[config.mk]
export PLATFORM = sky130hd
export DESIGN_NAME = rggen_register_access_arbiter
export DESIGN_NICKNAME = d
export VERILOG_FILES = /design/src/rtl/rggen_register_access_arbiter.sv
export SDC_FILE = /design/constraint.sdc
export NUM_CORES = 1
export LEC_CHECK = 0
export ABC_AREA = 1
export ABC_CLOCK_PERIOD_IN_PS = 3500
export CAP_MARGIN = 25
export CELL_PAD_IN_SITES_DETAIL_PLACEMENT = 1
export CELL_PAD_IN_SITES_GLOBAL_PLACEMENT = 2
export CORE_ASPECT_RATIO = 0.75
export CORE_UTILIZATION = 21
export CTS_CLUSTER_SIZE = 30
export DETAILED_ROUTE_END_ITERATION = 10
export PLACE_DENSITY = 0.89
export SYNTH_ARGS = -nofsm -noshare
export SYNTH_HDL_FRONTEND = slang
export SYNTH_SLANG_ARGS = --single-unit
[constraint.sdc]
create_clock -name i_clk -period 3.5 [get_ports i_clk]
set_input_delay 0.35 -clock i_clk [delete_from_list [all_inputs] [get_ports i_clk]]
set_output_delay 0.35 -clock i_clk [all_outputs]
set_load 0.005 [all_outputs]
[src/rtl/rggen_register_access_arbiter.sv]
// rtl/rggen_register_access_arbiter.sv - round-robin arbiter sharing one register access port among N requesters
// One outstanding access at a time; optional timeout converts a hung access into SLVERR.
module rggen_register_access_arbiter #(
  parameter int REQUESTERS    = 2,
  parameter int ADDRESS_WIDTH = 8,
  parameter int BUS_WIDTH     = 32,
  parameter int TIMEOUT       = 0,
  parameter int TIMEOUT_WIDTH = 8
) (
  input  logic                              i_clk,
  input  logic                              i_rst,
  input  logic [REQUESTERS-1:0]             i_request_valid,
  input  logic [REQUESTERS-1:0]             i_request_write,
  input  logic [REQUESTERS*ADDRESS_WIDTH-1:0] i_request_address,
  input  logic [REQUESTERS*BUS_WIDTH-1:0]   i_request_write_data,
  input  logic [REQUESTERS*BUS_WIDTH/8-1:0] i_request_strobe,
  output logic [REQUESTERS-1:0]             o_response_ack,
  output logic [1:0]                        o_response_status,
  output logic [BUS_WIDTH-1:0]              o_response_read_data,
  output logic                              o_valid,
  output logic                              o_write,
  output logic [ADDRESS_WIDTH-1:0]          o_address,
  output logic [BUS_WIDTH-1:0]              o_write_data,
  output logic [BUS_WIDTH/8-1:0]            o_strobe,
  input  logic                              i_ready,
  input  logic [1:0]                        i_status,
  input  logic [BUS_WIDTH-1:0]              i_read_data,
  output logic [REQUESTERS-1:0]             o_grant
);
  localparam int N  = REQUESTERS;
  localparam int SW = BUS_WIDTH / 8;
  localparam int PW = (N > 1) ? $clog2(N) : 1;

  typedef enum logic [1:0] {IDLE, BUSY, ACK} state_e;

  state_e                   state_q;
  logic [PW-1:0]            ptr_q;
  logic [PW-1:0]            ptr_d;
  logic [N-1:0]             grant_q;
  logic [N-1:0]             ack_q;
  logic                     valid_q;
  logic                     write_q;
  logic [ADDRESS_WIDTH-1:0] address_q;
  logic [BUS_WIDTH-1:0]     write_data_q;
  logic [SW-1:0]            strobe_q;
  logic [1:0]               status_q;
  logic [BUS_WIDTH-1:0]     read_data_q;

  logic                     any_req;
  logic [N-1:0]             rot;
  logic [PW-1:0]            off;
  logic [PW:0]              win_sum;
  logic [PW-1:0]            win_idx;
  logic [N-1:0]             win_onehot;
  logic                     sel_write;
  logic [ADDRESS_WIDTH-1:0] sel_address;
  logic [BUS_WIDTH-1:0]     sel_write_data;
  logic [SW-1:0]            sel_strobe;
  logic                     timeout_hit;

  // Rotate the request vector so the pointer sits at bit 0; the lowest set bit is the winner.
  always_comb begin
    any_req = |i_request_valid;
    rot     = N'({i_request_valid, i_request_valid} >> ptr_q);
    off     = '0;
    for (int i = N - 1; i >= 0; i--) begin
      if (rot[i]) off = PW'(i);
    end
    win_sum = {1'b0, ptr_q} + {1'b0, off};
    if (win_sum >= (PW+1)'(N)) win_sum = win_sum - (PW+1)'(N);
    win_idx = win_sum[PW-1:0];
    if (win_idx == PW'(N - 1)) ptr_d = '0;
    else                       ptr_d = win_idx + 1'b1;
    win_onehot = N'(1) << win_idx;
  end

  always_comb begin
    sel_write      = 1'b0;
    sel_address    = '0;
    sel_write_data = '0;
    sel_strobe     = '0;
    for (int i = 0; i < N; i++) begin
      if (win_onehot[i]) begin
        sel_write      = i_request_write[i];
        sel_address    = i_request_address[i*ADDRESS_WIDTH +: ADDRESS_WIDTH];
        sel_write_data = i_request_write_data[i*BUS_WIDTH +: BUS_WIDTH];
        sel_strobe     = i_request_strobe[i*SW +: SW];
      end
    end
  end

  generate
    if (TIMEOUT > 0) begin : g_timeout
      logic [TIMEOUT_WIDTH-1:0] count_q;
      logic [TIMEOUT_WIDTH-1:0] count_d;

      // Counts stalled BUSY cycles; zero outside BUSY so every access starts fresh.
      always_comb begin
        count_d = '0;
        if (state_q == BUSY && !i_ready) count_d = count_q + 1'b1;
      end

      always_ff @(posedge i_clk or posedge i_rst) begin
        if (i_rst) count_q <= '0;
        else       count_q <= count_d;
      end

      assign timeout_hit = (state_q == BUSY) && !i_ready &&
                           (count_q == TIMEOUT_WIDTH'(TIMEOUT - 1));
    end else begin : g_no_timeout
      assign timeout_hit = 1'b0;
    end
  endgenerate

  always_ff @(posedge i_clk or posedge i_rst) begin
    if (i_rst) begin
      state_q      <= IDLE;
      ptr_q        <= '0;
      grant_q      <= '0;
      ack_q        <= '0;
      valid_q      <= 1'b0;
      write_q      <= 1'b0;
      address_q    <= '0;
      write_data_q <= '0;
      strobe_q     <= '0;
      status_q     <= '0;
      read_data_q  <= '0;
    end else begin
      ack_q <= '0;
      case (state_q)
        IDLE: begin
          if (any_req) begin
            state_q      <= BUSY;
            grant_q      <= win_onehot;
            valid_q      <= 1'b1;
            write_q      <= sel_write;
            address_q    <= sel_address;
            write_data_q <= sel_write_data;
            strobe_q     <= sel_strobe;
            ptr_q        <= ptr_d;
          end
        end
        BUSY: begin
          if (i_ready) begin
            valid_q     <= 1'b0;
            status_q    <= i_status;
            read_data_q <= i_read_data;
            ack_q       <= grant_q;
            state_q     <= ACK;
          end else if (timeout_hit) begin
            valid_q     <= 1'b0;
            status_q    <= 2'd2;
            read_data_q <= '0;
            ack_q       <= grant_q;
            state_q     <= ACK;
          end
        end
        ACK: begin
          grant_q <= '0;
          state_q <= IDLE;
        end
        default: state_q <= IDLE;
      endcase
    end
  end

  assign o_grant              = grant_q;
  assign o_response_ack       = ack_q;
  assign o_response_status    = status_q;
  assign o_response_read_data = read_data_q;
  assign o_valid              = valid_q;
  assign o_write              = write_q;
  assign o_address            = address_q;
  assign o_write_data         = write_data_q;
  assign o_strobe             = strobe_q;

endmodule

After elaboration in Yosys (flattened, before gate mapping)
Cells that the tools add are included.
{"block": "classes", "shift": 2, "reduce_logical": 9, "eq_ne": 4, "n_mux": 22, "add_sub_neg": 3, "n_lt_le_gt_ge": 1}
{"op": "$mux W32", "count": 2}
{"op": "$mux W8", "count": 2}
{"op": "$mux W2", "count": 5}
{"op": "$mux W1", "count": 8}
{"op": "$mux W4", "count": 2}
{"op": "$pmux W2 S2", "count": 2}
{"op": "$reduce_and A2 Y1", "count": 4}
{"op": "$ne A2 B2 Y1 const B", "count": 2}
{"op": "$reduce_bool A2 Y1", "count": 2}
{"op": "$shr A4 B1 Y2", "count": 1}
{"op": "$reduce_and A3 Y1", "count": 1}
{"op": "$add A1 B1 Y2", "count": 1}
{"op": "$eq A2 B1 Y1 const B", "count": 1}
{"op": "$eq A2 B2 Y1 const B", "count": 1}
{"op": "$ge A2 B2 Y1 const B", "count": 1}
{"op": "$logic_not A2 Y1", "count": 1}
{"op": "$pmux W1 S2", "count": 1}
{"op": "$reduce_or A2 Y1", "count": 1}
{"op": "$shl A1 B1 Y2 const A", "count": 1}
{"op": "$add A1 B1 Y1 const B", "count": 1}
{"op": "$sub A1 B1 Y1 const B", "count": 1}
{"block": "word_totals", "in_bits": 129, "out_inout_bits": 84, "wordCells": 52, "regBits": 87}

Logic depth before layout (Yosys ltp)
{"block": "depth", "ltp_word": 9, "mapped_depth": 8, "mapped_depth_nobuf": 6}

Worst setup path after synthesis
OpenSTA, ideal clock, no wires.
{"block": "synth_timing", "path_kind": "register to register", "from": "reg state_q[0]", "to": "reg address_q[6] (netlist: o_address[6])", "setup_ns": 0.117, "slack_ns": 2.316, "path_stages_with_launch": 9, "t_required_ns": 3.383, "arrival_ns": 1.067, "path_cell_list": "dfrtp_1 inv_2 nand2_1 nor2_2 inv_2 buf_4 buf_4 nand2_1 nand2_1"}
{"block": "synth_between", "elab_chain_len": 2}
{"item": "start, declared", "line": "36", "text": "state_e state_q;"}
{"item": "start signal, assigned", "line": "117", "text": "state_q <= IDLE;"}
{"item": "start signal, assigned", "line": "133", "text": "state_q <= BUSY;"}
{"item": "start signal, assigned", "line": "149", "text": "state_q <= ACK;"}
{"item": "$logic_not A2 Y1", "line": "130", "text": "case (state_q)"}
{"item": "$reduce_and A2 Y1 (no source line)"}
{"item": "end signal, assigned", "line": "137", "text": "address_q <= sel_address;"}
{"item": "end, declared", "line": "43", "text": "logic [ADDRESS_WIDTH-1:0] address_q;"}
No other way between the ends.
A chain may end at the register's enable or synchronous reset.

Worst setup path after layout
{"block": "layout_timing", "from": "in i_request_valid[1]", "to": "reg ptr_q"}
{"block": "layout_between", "elab_chain_len": 8}
{"item": "start, declared", "line": "12", "text": "input logic [REQUESTERS-1:0] i_request_valid,"}
{"item": "$shr A4 B1 Y2", "line": "64", "text": "rot = N'({i_request_valid, i_request_valid} >> ptr_q);"}
{"item": "$mux W1 (2 in series)", "line": "67", "text": "if (rot[i]) off = PW'(i);"}
{"item": "$add A1 B1 Y2", "line": "69", "text": "win_sum = {1'b0, ptr_q} + {1'b0, off};"}
{"item": "$ge A2 B2 Y1 / $sub A1 B1 Y1 (equally long branches)", "line": "70", "text": "if (win_sum >= (PW+1)'(N)) win_sum = win_sum - (PW+1)'(N);"}
{"item": "$mux W1", "line": "70"}
{"item": "$add A1 B1 Y1", "line": "73", "text": "else ptr_d = win_idx + 1'b1;"}
{"item": "$mux W1", "line": "72", "text": "if (win_idx == PW'(N - 1)) ptr_d = '0;"}
{"item": "end signal, assigned", "line": "140", "text": "ptr_q <= ptr_d;"}
{"item": "end, declared", "line": "37", "text": "logic [PW-1:0] ptr_q;"}
Parallel ways exist; a longest one is shown, timed or not.

==> metrics.txt <==
status=complete, no violations; minimum clock period=2.08 ns; slowest stage cell, crit path=nand2_2; library cells used by synthesis=16; crit path DAT=around 2.3 ns; critical setup path kind=in2reg; Placer Congestion=0.764; Worst R2R End=o_grant[1]$_DFFE_PP0P_; Seq/Total Area, Yosys=0.523; Power Density=757 nW/um^2; Wirelength per Cell=~14 um; Worst-Skew Late Latency=approximately 0.35 ns; RSZ-0062 raised after global routing=no; GRT Util Overall=0.148; critical path capture point type=register; Final Instance Area=6790 um^2; Synth Instances=approximately 560; Max Slew Vio Count=0; setup_tns=0 ns; vias=4,120; post-CTS resize count=0; Required @ worst endpoint=between 3 and 4 ns; Top delay family on crit path=simple AND/OR/NAND/NOR gates; initial antenna violation count=1; max incr delay on CP=about 0.52 ns; Post-DP HPWL=10.2 mm; CTS Sinks=87; CTS root buf=clkbuf_16; Max FO, Critical Path=46; area post-placement=6490 um^2; Avg Cell Area, Syn=7.39 um^2; FP Rows=44; Final setup viols=0; crit path buf inv count=1; worst reg-to-reg setup slack=1.53 ns; Reg2Reg Launch Point=ptr_q$_DFFE_PP0P_; Tcrit/Tclk final=0.594; CP cell instances=clkdlybuf4s50_1 > nand2_1 > nand2_2 > nand2_4 > nand2_1 > o21ai_0; post-CTS setup buffer count=0; initial core utilization=0.215; vias in the first global route=4,302; core footprint=around 19,000 um^2; Worst Tran Pin Value=0.909 ns; largest buffer count on any clock path=2; Die X=~160 um; die area=20,400 um^2; layout cells sized above 1=0.0378; # hold bufs at CTS=0; depth of the worst register-to-register path=6; Min-Delay Path Class=in2async; Finished Core Util=0.351; layout overhead on the synthesized area=63.3%; number of I/O port buffers=212; TritonCTS clock tree=yes; hold violation count in the final report=0; Clock transition at path regs=0.07 ns; vias per inst=a little over 4; number of CTS-inserted buffers=9; Worst Setup Start Kind=primary input; Syn Std Cell Area=4160 um^2; Leakage Power=about 3.5 nW; warnings from Yosys=0; total gr overflow=0; 1st-pass router iterations=4; H-tree depth=3; IO Count=213; Peak VDD IR=0.305 mV; Max-Cap Viols=0; global-route wire length before repair=23.2 mm; Peak Freq=481 MHz; Power Total=5.14 mW; #FFs+latches synth=87; Starting DRT DRC Count=169; DRC Markers=0; Final #Nets=slightly below 900; clk_skew=~0.0061 ns; antenna-violating nets left=0; Die Ht=124 um; post-synthesis net count=692; drt total wl=14.5 mm; Slew HR=0.394; largest net degree at the start of global routing=74; Most common cell on crit path=nand2_1
[logic make-up (layout without fill, tap and decap cells)]
group,count (synthesis),after routing,synth area share
AND/OR/NAND/NOR,341,341,0.339
buffers and inverters,129,333,0.131
flip-flops,87,87,0.523
AO/OA/AOI/OAI,6,6,0.00722
other,0,1,0
[per-stage QoR]
step | setup WS [ns] | instances | hold WS (ns)
after floorplan | 0.900 | 563 | 0.457
after global placement | 1.04 | 1005 | 0.462
after detailed placement | 1.01 | 1005 | 0.464
final | 1.42 | 1021 | 0.280
after CTS | 1.39 | 1020 | 0.272
after global routing | 1.23 | 1021 | 0.284
[placed cells by master, fill, tap and decap left out, drive strengths merged]
master         netlist  final
clkinv               1      1
dfrtp               87     87
clkdlybuf4s50        0    212
o21ai                4      4
clkbuf               1      9
bufinv               0      1
nand2              246    246
nor2                 4      4
clkinvlp             0      3
a21oi                2      2
diode                0      1
buf                 28      6
inv                 99    101
nand3               91     91
[where the power goes]
| group | total, mW | internal [mW] | switching (mW) |
|---|---|---|---|
| combinational | 2.37 | 1.25 | 1.12 |
| sequential | 1.78 | 1.50 | 0.281 |
| clock | 0.988 | 0.555 | 0.433 |
| total | 5.14 | 3.31 | 1.83 |
[registers in the layout, summed over array words and instances, names as in the netlist, 2 cells and up]
register              cells
o_address                 8
o_response_read_data     32
o_response_ack            2
o_grant                   2
o_response_status         2
state_q                   2
o_write_data             32
o_strobe                  4
[metal layers]
layer  global-route usage  wire (um)
met1                0.197       7000
met2                0.232       6350
met3               0.0456       1050
met4               0.0430        144
met5                    0          0
[Yosys cell counts]
| library cell | n | area [um^2] |
|---|---|---|
| nand2_2 | 2 | 12.5 |
| o21ai_0 | 4 | 20.0 |
| inv_2 | 3 | 11.3 |
| dfrtp_1 | 87 | 2180 |
| a21oi_1 | 2 | 10.0 |
| nand3_1 | 91 | 455 |
| nor2_2 | 1 | 6.26 |
| clkinv_1 | 1 | 3.75 |
| buf_2 | 21 | 105 |
| nand2_1 | 243 | 912 |
| buf_6 | 2 | 22.5 |
| nand2_4 | 1 | 11.3 |
| nor2_1 | 3 | 11.3 |
| inv_1 | 96 | 360 |
| buf_4 | 5 | 37.5 |
| clkbuf_1 | 1 | 3.75 |
[worst max-delay path by stage]
stage | startpoint | endpoint | cells after the start
floorplan | i_rst | o_address[0]$_DFFE_PP0P_ | 1
detailed placement | i_request_valid[1] | ptr_q$_DFFE_PP0P_ | 6
global route | i_request_valid[1] | ptr_q$_DFFE_PP0P_ | 6
global placement | i_request_valid[1] | o_grant[1]$_DFFE_PP0P_ | 7
CTS | i_request_valid[1] | ptr_q$_DFFE_PP0P_ | 6
finish | i_request_valid[1] | ptr_q$_DFFE_PP0P_ | 6
[worst reg2reg max path: cells and delay by family (launching register included)]
kind                   cells  cell delay (ns)
AO/OA/AOI/OAI              1             0.11
flip-flops                 1             0.41
buffers and inverters      1             0.05
AND/OR/NAND/NOR            4             1.30
[final cells by class]
cell class	instances	area, um^2
fillers	2334	12600
repair buffers	218	2180
flip-flops and latches	87	2180
multi-input cells	347	1440
inverters	100	378
well taps	253	317
clock buffers	9	225
clock inverters	6	70.1
diodes	1	2.50
Note: power is estimated with default switching activity, not from simulation.
